<file path="src/rtl/inv_shift_sub_bytes.sv">
// ---------------------------------------------------------------------------
// inv_shift_sub_bytes
//
// Byte-serial AES decryption stage: InvShiftRows followed by InvSubBytes on
// one 128-bit state. The row rotation is applied while the state is latched.
// The inverse S-box is then applied LANES bytes per cycle to the working
// register.
//
// Byte k of a state is bits [127-8k -: 8] and sits at row k%4, column k/4.
//
// Parameters
//   LANES      bytes substituted per cycle (1, 2, 4, 8 or 16)
//
// Ports
//   clk        rising-edge clock
//   reset      asynchronous, active-high reset
//   in_valid   in_state is presented
//   in_ready   block can accept a state this cycle (high only in IDLE)
//   in_state   input state
//   out_valid  out_state holds a result
//   out_ready  downstream accepts out_state
//   out_state  InvSubBytes(InvShiftRows(in_state)); holds the last result
//   busy       high while a state is being processed or awaiting hand-off
// ---------------------------------------------------------------------------
module inv_shift_sub_bytes #(
    parameter int unsigned LANES = 1
) (
    input  logic         clk,
    input  logic         reset,
    input  logic         in_valid,
    output logic         in_ready,
    input  logic [127:0] in_state,
    output logic         out_valid,
    input  logic         out_ready,
    output logic [127:0] out_state,
    output logic         busy
);

    generate
        if (!(LANES == 1 || LANES == 2 || LANES == 4 || LANES == 8 || LANES == 16)) begin : g_bad_lanes
            $error("inv_shift_sub_bytes: LANES must be 1, 2, 4, 8 or 16");
        end
    endgenerate

    typedef enum logic [1:0] {
        S_IDLE,
        S_BUSY,
        S_DONE
    } state_t;

    state_t       r_state;
    state_t       w_state_next;
    logic [3:0]   r_idx;
    logic [127:0] r_work;
    logic [127:0] r_out;
    logic         r_in_ready;
    logic         r_out_valid;
    logic         r_busy;

    logic [7:0]   w_bytes      [16];
    logic [7:0]   w_bytes_next [16];
    logic [127:0] w_work_sub;
    logic [127:0] w_in_shifted;
    logic         w_accept;
    logic         w_last;

    // FIPS-197 inverse S-box.
    function automatic logic [7:0] inv_sbox(input logic [7:0] b);
        inv_sbox = '0;
        case (b)
            8'h00: inv_sbox = 8'h52; 8'h01: inv_sbox = 8'h09; 8'h02: inv_sbox = 8'h6a; 8'h03: inv_sbox = 8'hd5;
            8'h04: inv_sbox = 8'h30; 8'h05: inv_sbox = 8'h36; 8'h06: inv_sbox = 8'ha5; 8'h07: inv_sbox = 8'h38;
            8'h08: inv_sbox = 8'hbf; 8'h09: inv_sbox = 8'h40; 8'h0a: inv_sbox = 8'ha3; 8'h0b: inv_sbox = 8'h9e;
            8'h0c: inv_sbox = 8'h81; 8'h0d: inv_sbox = 8'hf3; 8'h0e: inv_sbox = 8'hd7; 8'h0f: inv_sbox = 8'hfb;
            8'h10: inv_sbox = 8'h7c; 8'h11: inv_sbox = 8'he3; 8'h12: inv_sbox = 8'h39; 8'h13: inv_sbox = 8'h82;
            8'h14: inv_sbox = 8'h9b; 8'h15: inv_sbox = 8'h2f; 8'h16: inv_sbox = 8'hff; 8'h17: inv_sbox = 8'h87;
            8'h18: inv_sbox = 8'h34; 8'h19: inv_sbox = 8'h8e; 8'h1a: inv_sbox = 8'h43; 8'h1b: inv_sbox = 8'h44;
            8'h1c: inv_sbox = 8'hc4; 8'h1d: inv_sbox = 8'hde; 8'h1e: inv_sbox = 8'he9; 8'h1f: inv_sbox = 8'hcb;
            8'h20: inv_sbox = 8'h54; 8'h21: inv_sbox = 8'h7b; 8'h22: inv_sbox = 8'h94; 8'h23: inv_sbox = 8'h32;
            8'h24: inv_sbox = 8'ha6; 8'h25: inv_sbox = 8'hc2; 8'h26: inv_sbox = 8'h23; 8'h27: inv_sbox = 8'h3d;
            8'h28: inv_sbox = 8'hee; 8'h29: inv_sbox = 8'h4c; 8'h2a: inv_sbox = 8'h95; 8'h2b: inv_sbox = 8'h0b;
            8'h2c: inv_sbox = 8'h42; 8'h2d: inv_sbox = 8'hfa; 8'h2e: inv_sbox = 8'hc3; 8'h2f: inv_sbox = 8'h4e;
            8'h30: inv_sbox = 8'h08; 8'h31: inv_sbox = 8'h2e; 8'h32: inv_sbox = 8'ha1; 8'h33: inv_sbox = 8'h66;
            8'h34: inv_sbox = 8'h28; 8'h35: inv_sbox = 8'hd9; 8'h36: inv_sbox = 8'h24; 8'h37: inv_sbox = 8'hb2;
            8'h38: inv_sbox = 8'h76; 8'h39: inv_sbox = 8'h5b; 8'h3a: inv_sbox = 8'ha2; 8'h3b: inv_sbox = 8'h49;
            8'h3c: inv_sbox = 8'h6d; 8'h3d: inv_sbox = 8'h8b; 8'h3e: inv_sbox = 8'hd1; 8'h3f: inv_sbox = 8'h25;
            8'h40: inv_sbox = 8'h72; 8'h41: inv_sbox = 8'hf8; 8'h42: inv_sbox = 8'hf6; 8'h43: inv_sbox = 8'h64;
            8'h44: inv_sbox = 8'h86; 8'h45: inv_sbox = 8'h68; 8'h46: inv_sbox = 8'h98; 8'h47: inv_sbox = 8'h16;
            8'h48: inv_sbox = 8'hd4; 8'h49: inv_sbox = 8'ha4; 8'h4a: inv_sbox = 8'h5c; 8'h4b: inv_sbox = 8'hcc;
            8'h4c: inv_sbox = 8'h5d; 8'h4d: inv_sbox = 8'h65; 8'h4e: inv_sbox = 8'hb6; 8'h4f: inv_sbox = 8'h92;
            8'h50: inv_sbox = 8'h6c; 8'h51: inv_sbox = 8'h70; 8'h52: inv_sbox = 8'h48; 8'h53: inv_sbox = 8'h50;
            8'h54: inv_sbox = 8'hfd; 8'h55: inv_sbox = 8'hed; 8'h56: inv_sbox = 8'hb9; 8'h57: inv_sbox = 8'hda;
            8'h58: inv_sbox = 8'h5e; 8'h59: inv_sbox = 8'h15; 8'h5a: inv_sbox = 8'h46; 8'h5b: inv_sbox = 8'h57;
            8'h5c: inv_sbox = 8'ha7; 8'h5d: inv_sbox = 8'h8d; 8'h5e: inv_sbox = 8'h9d; 8'h5f: inv_sbox = 8'h84;
            8'h60: inv_sbox = 8'h90; 8'h61: inv_sbox = 8'hd8; 8'h62: inv_sbox = 8'hab; 8'h63: inv_sbox = 8'h00;
            8'h64: inv_sbox = 8'h8c; 8'h65: inv_sbox = 8'hbc; 8'h66: inv_sbox = 8'hd3; 8'h67: inv_sbox = 8'h0a;
            8'h68: inv_sbox = 8'hf7; 8'h69: inv_sbox = 8'he4; 8'h6a: inv_sbox = 8'h58; 8'h6b: inv_sbox = 8'h05;
            8'h6c: inv_sbox = 8'hb8; 8'h6d: inv_sbox = 8'hb3; 8'h6e: inv_sbox = 8'h45; 8'h6f: inv_sbox = 8'h06;
            8'h70: inv_sbox = 8'hd0; 8'h71: inv_sbox = 8'h2c; 8'h72: inv_sbox = 8'h1e; 8'h73: inv_sbox = 8'h8f;
            8'h74: inv_sbox = 8'hca; 8'h75: inv_sbox = 8'h3f; 8'h76: inv_sbox = 8'h0f; 8'h77: inv_sbox = 8'h02;
            8'h78: inv_sbox = 8'hc1; 8'h79: inv_sbox = 8'haf; 8'h7a: inv_sbox = 8'hbd; 8'h7b: inv_sbox = 8'h03;
            8'h7c: inv_sbox = 8'h01; 8'h7d: inv_sbox = 8'h13; 8'h7e: inv_sbox = 8'h8a; 8'h7f: inv_sbox = 8'h6b;
            8'h80: inv_sbox = 8'h3a; 8'h81: inv_sbox = 8'h91; 8'h82: inv_sbox = 8'h11; 8'h83: inv_sbox = 8'h41;
            8'h84: inv_sbox = 8'h4f; 8'h85: inv_sbox = 8'h67; 8'h86: inv_sbox = 8'hdc; 8'h87: inv_sbox = 8'hea;
            8'h88: inv_sbox = 8'h97; 8'h89: inv_sbox = 8'hf2; 8'h8a: inv_sbox = 8'hcf; 8'h8b: inv_sbox = 8'hce;
            8'h8c: inv_sbox = 8'hf0; 8'h8d: inv_sbox = 8'hb4; 8'h8e: inv_sbox = 8'he6; 8'h8f: inv_sbox = 8'h73;
            8'h90: inv_sbox = 8'h96; 8'h91: inv_sbox = 8'hac; 8'h92: inv_sbox = 8'h74; 8'h93: inv_sbox = 8'h22;
            8'h94: inv_sbox = 8'he7; 8'h95: inv_sbox = 8'had; 8'h96: inv_sbox = 8'h35; 8'h97: inv_sbox = 8'h85;
            8'h98: inv_sbox = 8'he2; 8'h99: inv_sbox = 8'hf9; 8'h9a: inv_sbox = 8'h37; 8'h9b: inv_sbox = 8'he8;
            8'h9c: inv_sbox = 8'h1c; 8'h9d: inv_sbox = 8'h75; 8'h9e: inv_sbox = 8'hdf; 8'h9f: inv_sbox = 8'h6e;
            8'ha0: inv_sbox = 8'h47; 8'ha1: inv_sbox = 8'hf1; 8'ha2: inv_sbox = 8'h1a; 8'ha3: inv_sbox = 8'h71;
            8'ha4: inv_sbox = 8'h1d; 8'ha5: inv_sbox = 8'h29; 8'ha6: inv_sbox = 8'hc5; 8'ha7: inv_sbox = 8'h89;
            8'ha8: inv_sbox = 8'h6f; 8'ha9: inv_sbox = 8'hb7; 8'haa: inv_sbox = 8'h62; 8'hab: inv_sbox = 8'h0e;
            8'hac: inv_sbox = 8'haa; 8'had: inv_sbox = 8'h18; 8'hae: inv_sbox = 8'hbe; 8'haf: inv_sbox = 8'h1b;
            8'hb0: inv_sbox = 8'hfc; 8'hb1: inv_sbox = 8'h56; 8'hb2: inv_sbox = 8'h3e; 8'hb3: inv_sbox = 8'h4b;
            8'hb4: inv_sbox = 8'hc6; 8'hb5: inv_sbox = 8'hd2; 8'hb6: inv_sbox = 8'h79; 8'hb7: inv_sbox = 8'h20;
            8'hb8: inv_sbox = 8'h9a; 8'hb9: inv_sbox = 8'hdb; 8'hba: inv_sbox = 8'hc0; 8'hbb: inv_sbox = 8'hfe;
            8'hbc: inv_sbox = 8'h78; 8'hbd: inv_sbox = 8'hcd; 8'hbe: inv_sbox = 8'h5a; 8'hbf: inv_sbox = 8'hf4;
            8'hc0: inv_sbox = 8'h1f; 8'hc1: inv_sbox = 8'hdd; 8'hc2: inv_sbox = 8'ha8; 8'hc3: inv_sbox = 8'h33;
            8'hc4: inv_sbox = 8'h88; 8'hc5: inv_sbox = 8'h07; 8'hc6: inv_sbox = 8'hc7; 8'hc7: inv_sbox = 8'h31;
            8'hc8: inv_sbox = 8'hb1; 8'hc9: inv_sbox = 8'h12; 8'hca: inv_sbox = 8'h10; 8'hcb: inv_sbox = 8'h59;
            8'hcc: inv_sbox = 8'h27; 8'hcd: inv_sbox = 8'h80; 8'hce: inv_sbox = 8'hec; 8'hcf: inv_sbox = 8'h5f;
            8'hd0: inv_sbox = 8'h60; 8'hd1: inv_sbox = 8'h51; 8'hd2: inv_sbox = 8'h7f; 8'hd3: inv_sbox = 8'ha9;
            8'hd4: inv_sbox = 8'h19; 8'hd5: inv_sbox = 8'hb5; 8'hd6: inv_sbox = 8'h4a; 8'hd7: inv_sbox = 8'h0d;
            8'hd8: inv_sbox = 8'h2d; 8'hd9: inv_sbox = 8'he5; 8'hda: inv_sbox = 8'h7a; 8'hdb: inv_sbox = 8'h9f;
            8'hdc: inv_sbox = 8'h93; 8'hdd: inv_sbox = 8'hc9; 8'hde: inv_sbox = 8'h9c; 8'hdf: inv_sbox = 8'hef;
            8'he0: inv_sbox = 8'ha0; 8'he1: inv_sbox = 8'he0; 8'he2: inv_sbox = 8'h3b; 8'he3: inv_sbox = 8'h4d;
            8'he4: inv_sbox = 8'hae; 8'he5: inv_sbox = 8'h2a; 8'he6: inv_sbox = 8'hf5; 8'he7: inv_sbox = 8'hb0;
            8'he8: inv_sbox = 8'hc8; 8'he9: inv_sbox = 8'heb; 8'hea: inv_sbox = 8'hbb; 8'heb: inv_sbox = 8'h3c;
            8'hec: inv_sbox = 8'h83; 8'hed: inv_sbox = 8'h53; 8'hee: inv_sbox = 8'h99; 8'hef: inv_sbox = 8'h61;
            8'hf0: inv_sbox = 8'h17; 8'hf1: inv_sbox = 8'h2b; 8'hf2: inv_sbox = 8'h04; 8'hf3: inv_sbox = 8'h7e;
            8'hf4: inv_sbox = 8'hba; 8'hf5: inv_sbox = 8'h77; 8'hf6: inv_sbox = 8'hd6; 8'hf7: inv_sbox = 8'h26;
            8'hf8: inv_sbox = 8'he1; 8'hf9: inv_sbox = 8'h69; 8'hfa: inv_sbox = 8'h14; 8'hfb: inv_sbox = 8'h63;
            8'hfc: inv_sbox = 8'h55; 8'hfd: inv_sbox = 8'h21; 8'hfe: inv_sbox = 8'h0c; 8'hff: inv_sbox = 8'h7d;
        endcase
    endfunction

    assign in_ready  = r_in_ready;
    assign out_valid = r_out_valid;
    assign out_state = r_out;
    assign busy      = r_busy;

    assign w_accept = in_valid && r_in_ready;

    // idx always advances in multiples of LANES from 0, so the window that
    // covers byte 15 is exactly the one ending at 16.
    assign w_last = (({1'b0, r_idx} + 5'(LANES)) == 5'd16);

    // InvShiftRows: row r, column c takes input row r, column (c - r) mod 4.
    always_comb begin
        w_in_shifted = '0;
        for (int unsigned r = 0; r < 4; r++) begin
            for (int unsigned c = 0; c < 4; c++) begin
                w_in_shifted[127 - 8*(4*c + r) -: 8] =
                    in_state[127 - 8*(4*((c + 4 - r) % 4) + r) -: 8];
            end
        end
    end

    always_comb begin
        for (int unsigned k = 0; k < 16; k++) begin
            w_bytes[k] = r_work[127 - 8*k -: 8];
        end
    end

    // Only LANES lookups are built; the window position selects which bytes
    // are routed through them.
    always_comb begin
        for (int unsigned k = 0; k < 16; k++) begin
            w_bytes_next[k] = w_bytes[k];
        end
        for (int unsigned l = 0; l < LANES; l++) begin
            w_bytes_next[r_idx + 4'(l)] = inv_sbox(w_bytes[r_idx + 4'(l)]);
        end
    end

    always_comb begin
        w_work_sub = '0;
        for (int unsigned k = 0; k < 16; k++) begin
            w_work_sub[127 - 8*k -: 8] = w_bytes_next[k];
        end
    end

    always_comb begin
        w_state_next = r_state;
        case (r_state)
            S_IDLE: if (w_accept)                  w_state_next = S_BUSY;
            S_BUSY: if (w_last)                    w_state_next = S_DONE;
            S_DONE: if (r_out_valid && out_ready)  w_state_next = S_IDLE;
            default:                               w_state_next = S_IDLE;
        endcase
    end

    always_ff @(posedge clk or posedge reset) begin
        if (reset) begin
            r_state     <= S_IDLE;
            r_idx       <= '0;
            r_work      <= '0;
            r_out       <= '0;
            r_in_ready  <= 1'b1;
            r_out_valid <= 1'b0;
            r_busy      <= 1'b0;
        end else begin
            r_state     <= w_state_next;
            // Status flags are registered decodes of the next state.
            r_in_ready  <= (w_state_next == S_IDLE);
            r_out_valid <= (w_state_next == S_DONE);
            r_busy      <= (w_state_next != S_IDLE);
            case (r_state)
                S_IDLE: begin
                    if (w_accept) begin
                        r_work <= w_in_shifted;
                        r_idx  <= '0;
                    end
                end
                S_BUSY: begin
                    r_work <= w_work_sub;
                    r_idx  <= r_idx + 4'(LANES);
                    if (w_last) begin
                        r_out <= w_work_sub;
                    end
                end
                default: ;
            endcase
        end
    end

endmodule

</file>
<file path="config.mk">
export PLATFORM = sky130hd
export DESIGN_NAME = inv_shift_sub_bytes
export DESIGN_NICKNAME = d
export VERILOG_FILES = /design/src/rtl/inv_shift_sub_bytes.sv
export SDC_FILE = /design/constraint.sdc
export NUM_CORES = 1
export LEC_CHECK = 0
export ABC_AREA = 1
export CAP_MARGIN = 20
export CORE_MARGIN = 2
export CORE_UTILIZATION = 30
export DETAILED_ROUTE_END_ITERATION = 8
export HOLD_SLACK_MARGIN = 0.06
export SLEW_MARGIN = 30
export SYNTH_ARGS = -nofsm -noshare
export SYNTH_HDL_FRONTEND = slang
export SYNTH_SLANG_ARGS = --single-unit
</file>
<file path="constraint.sdc">
create_clock -name clk -period 20 [get_ports clk]
set_input_delay 3 -clock clk [delete_from_list [all_inputs] [get_ports clk]]
set_output_delay 3 -clock clk [all_outputs]
set_load 0.05 [all_outputs]
</file>
==> impl_metrics.env <==
export IMPL_outcome="completed"
export IMPL_drive_above_1_share=0.07750
export IMPL_avgSynthCellArea_um2=6.675
export IMPL_mostFrequentLayoutCells="nand2_1, nand3_1, inv_1, dfrtp_1, clkdlybuf4s50_1"
export IMPL_fin_crit_sh=0.2883
export IMPL_r2r_end="out_state[74]"
export IMPL_cp_slowest_stage_delay_ps=730
export IMPL_hold_violations=0
export IMPL_synth_seq_area_share=0.3591
export IMPL_reg2reg_depth=22
export IMPL_drv_cap=0
export IMPL_tns_ps=0
export IMPL_synth_cell_type_count=35
export IMPL_ioPinCount=263
export IMPL_rows=90
export IMPL_cts_tree="done"
export IMPL_yosys_warnings=0
export IMPL_clk_path_buf_depth=3
export IMPL_ys_ff_latch=265
export IMPL_final_net_count=3088
export IMPL_synthArstFlopShare=1.000
export IMPL_dp_hpwl_um=51640
export IMPL_start_util=0.3049
export IMPL_path_depth=22
export IMPL_synth_nets=2926
export IMPL_grt_max_degree=152
export IMPL_path_class="register to register"
export IMPL_cp_required_ps=20480
export IMPL_path_common_cell="nand2_1"
export IMPL_avgViaCountPerCell=5.248
export IMPL_antenna_cells=0
export IMPL_end_kind="register"
export IMPL_syn_area_mm2=0.01847
export IMPL_clock_sinks=265
export IMPL_routed_wl_um=78350
export IMPL_hp_start="out_state[72]"
export IMPL_die_area_mm2=0.06357
export IMPL_synth_edf_count=0
export IMPL_ant_nets=0
export IMPL_worstMarginPinSlew_ps=991.1
export IMPL_grt_overflow_total=0
export IMPL_dr_pass1_iters=6
export IMPL_synth_ff_type="dfrtp_1"
export IMPL_die_y_um=252.1
export IMPL_gp_congestion=0.9823
export IMPL_cts_buffers=34
export IMPL_hold_depth=2
export IMPL_wl_per_cell_um=20.97
export IMPL_slew_violations=0
export IMPL_core_area_mm2=0.06058
export IMPL_clock_skew_ps=23.22
export IMPL_clk_latency_ps=560
export IMPL_grt_pass1_vias=18740
export IMPL_vias=19610
export IMPL_finalCriticalPeriod_ps=5767
export IMPL_crit_chain="buf_4 > inv_6 > nand2_1 > nand3_1 > nand2_1 > nand2_1 > nand2_1 > nor2_2 > ha_1 > inv_1 > nand2_1 > nand2_1 > nand2_1 > nand2_1 > nand2_1 > nand2_1 > nand2_1 > nand2_1 > nand3_2 > nand3_1 > nand3_1 > nand2_1"
export IMPL_crit_reg2reg_launch="r_idx[0]"
export IMPL_crit_arrival_ps=6250
export IMPL_relSlewSlack=0.3385
export IMPL_post_cts_buffers=0
export IMPL_cp_buffers_inverters=3
export IMPL_die_x_um=252.1
export IMPL_hold_class="register to register"
export IMPL_layout_commonest_cell="nand2_1"
export IMPL_hold_end="out_state[72]"
export IMPL_synthCells=2767
export IMPL_portBuffers=262
export IMPL_r2r_slack_ps=14230
export IMPL_cp_max_fo=45
export IMPL_critical_path_top_delay_family="simple AND/OR/NAND/NOR gates"
export IMPL_slowest_stage="nand3_2"
export IMPL_clk_pin_slew_ps=60
export IMPL_drt_initial_drc_count=2570
export IMPL_worst_setup_path_start_kind="register"
export IMPL_fmax_mhz=173.4
export IMPL_antenna_found_initial=0
export IMPL_grt_use_total=0.2405
export IMPL_setup_violations=0
export IMPL_rsz0062_at_grt="false"
export IMPL_grt_pass1_wl_um=117300
export IMPL_cts_resized_gates=0
export IMPL_route_detailed_drc=0
export IMPL_cts_root_buf="clkbuf_16"
export IMPL_h_tree_depth=2
export IMPL_postCtsHoldBufs=0
export IMPL_area_growth_pct=21.77
Yosys cell counts (all sizes together), types with 2 or more instances:
library cell  number  area share
nand2           1024        0.21
nand3            652        0.20
inv              328       0.067
dfrtp            264        0.36
o21ai            186       0.050
buf              106       0.042
nor2              62       0.017
a21oi             51       0.014
clkbuf            49       0.010
ha                27       0.018
nand4              8      0.0039
a31oi              2     0.00068
nor3               2     0.00054
o211ai             2     0.00081
cell type report:
| type | count | area, um^2 |
|---|---|---|
| fillers | 6561 | 38090 |
| clock buffers | 48 | 963.4 |
| well taps | 782 | 978.4 |
| multi-input cells | 2019 | 9663 |
| inverters | 328 | 1249 |
| repair buffers | 281 | 2830 |
| flip-flops and latches | 265 | 6636 |
| clock inverters | 14 | 170.2 |
cell families (layout without fill, tap and decap cells):
logic type      count (synthesis)  in the layout  share of synthesized area
compound gates                243            243                    0.06652
fa+ha+maj                      27             27                    0.01829
buf+inv                       483            671                     0.1192
flops                         265            265                     0.3591
simple gates                 1749           1749                     0.4369
sequential cells by signal, indices dropped and copies added, names as in the netlist:
signal,count
busy,1
in_ready,1
out_state,128
out_valid,1
r_idx,4
r_state,2
r_work,128
tightest hold or removal path: stages, from the launching register on:
cell and delay, ps:
dfrtp_1 340, nand2_1 50, nand2_1 50
stage by stage:
step / cell area, um^2 / utilization / cells / hold slack (ps) / setup WS, ps
finish: 22490 / 0.3712 / 3737 / 476.2 / 14230
global route: 22490 / 0.3712 / 3737 / 498.6 / 14120
CTS: 22440 / 0.3703 / 3735 / 482.1 / 14460
detailed placement: 21300 / 0.3516 / 3673 / 466.0 / 13880
global placement: 21300 / 0.3516 / 3673 / 463.5 / 13950
floorplan: 18470 / - / 2767 / 527.2 / 9705
per-layer routing:
metal	global-route usage	wire, um	up-vias
met4	0.07794	2512	0
met2	0.3736	35300	1038
met5	0	0	-
met1	0.3372	33360	9243
met3	0.04356	7177	168
li1	-	-	9164
worst max path at each step:
stage,start,end,slack [ps]
finish,r_idx[0],out_state[74],14230
global route,r_idx[0],out_state[51],14120
CTS,in_valid,r_work[72],14460
detailed placement,in_valid,r_work[70],13880
global placement,in_valid,r_work[73],13950
floorplan,reset,busy,9700
Power is left out: the tool's default activity adds up to more than one toggle a clock period on the data nets, which glitch-free logic cannot reach.
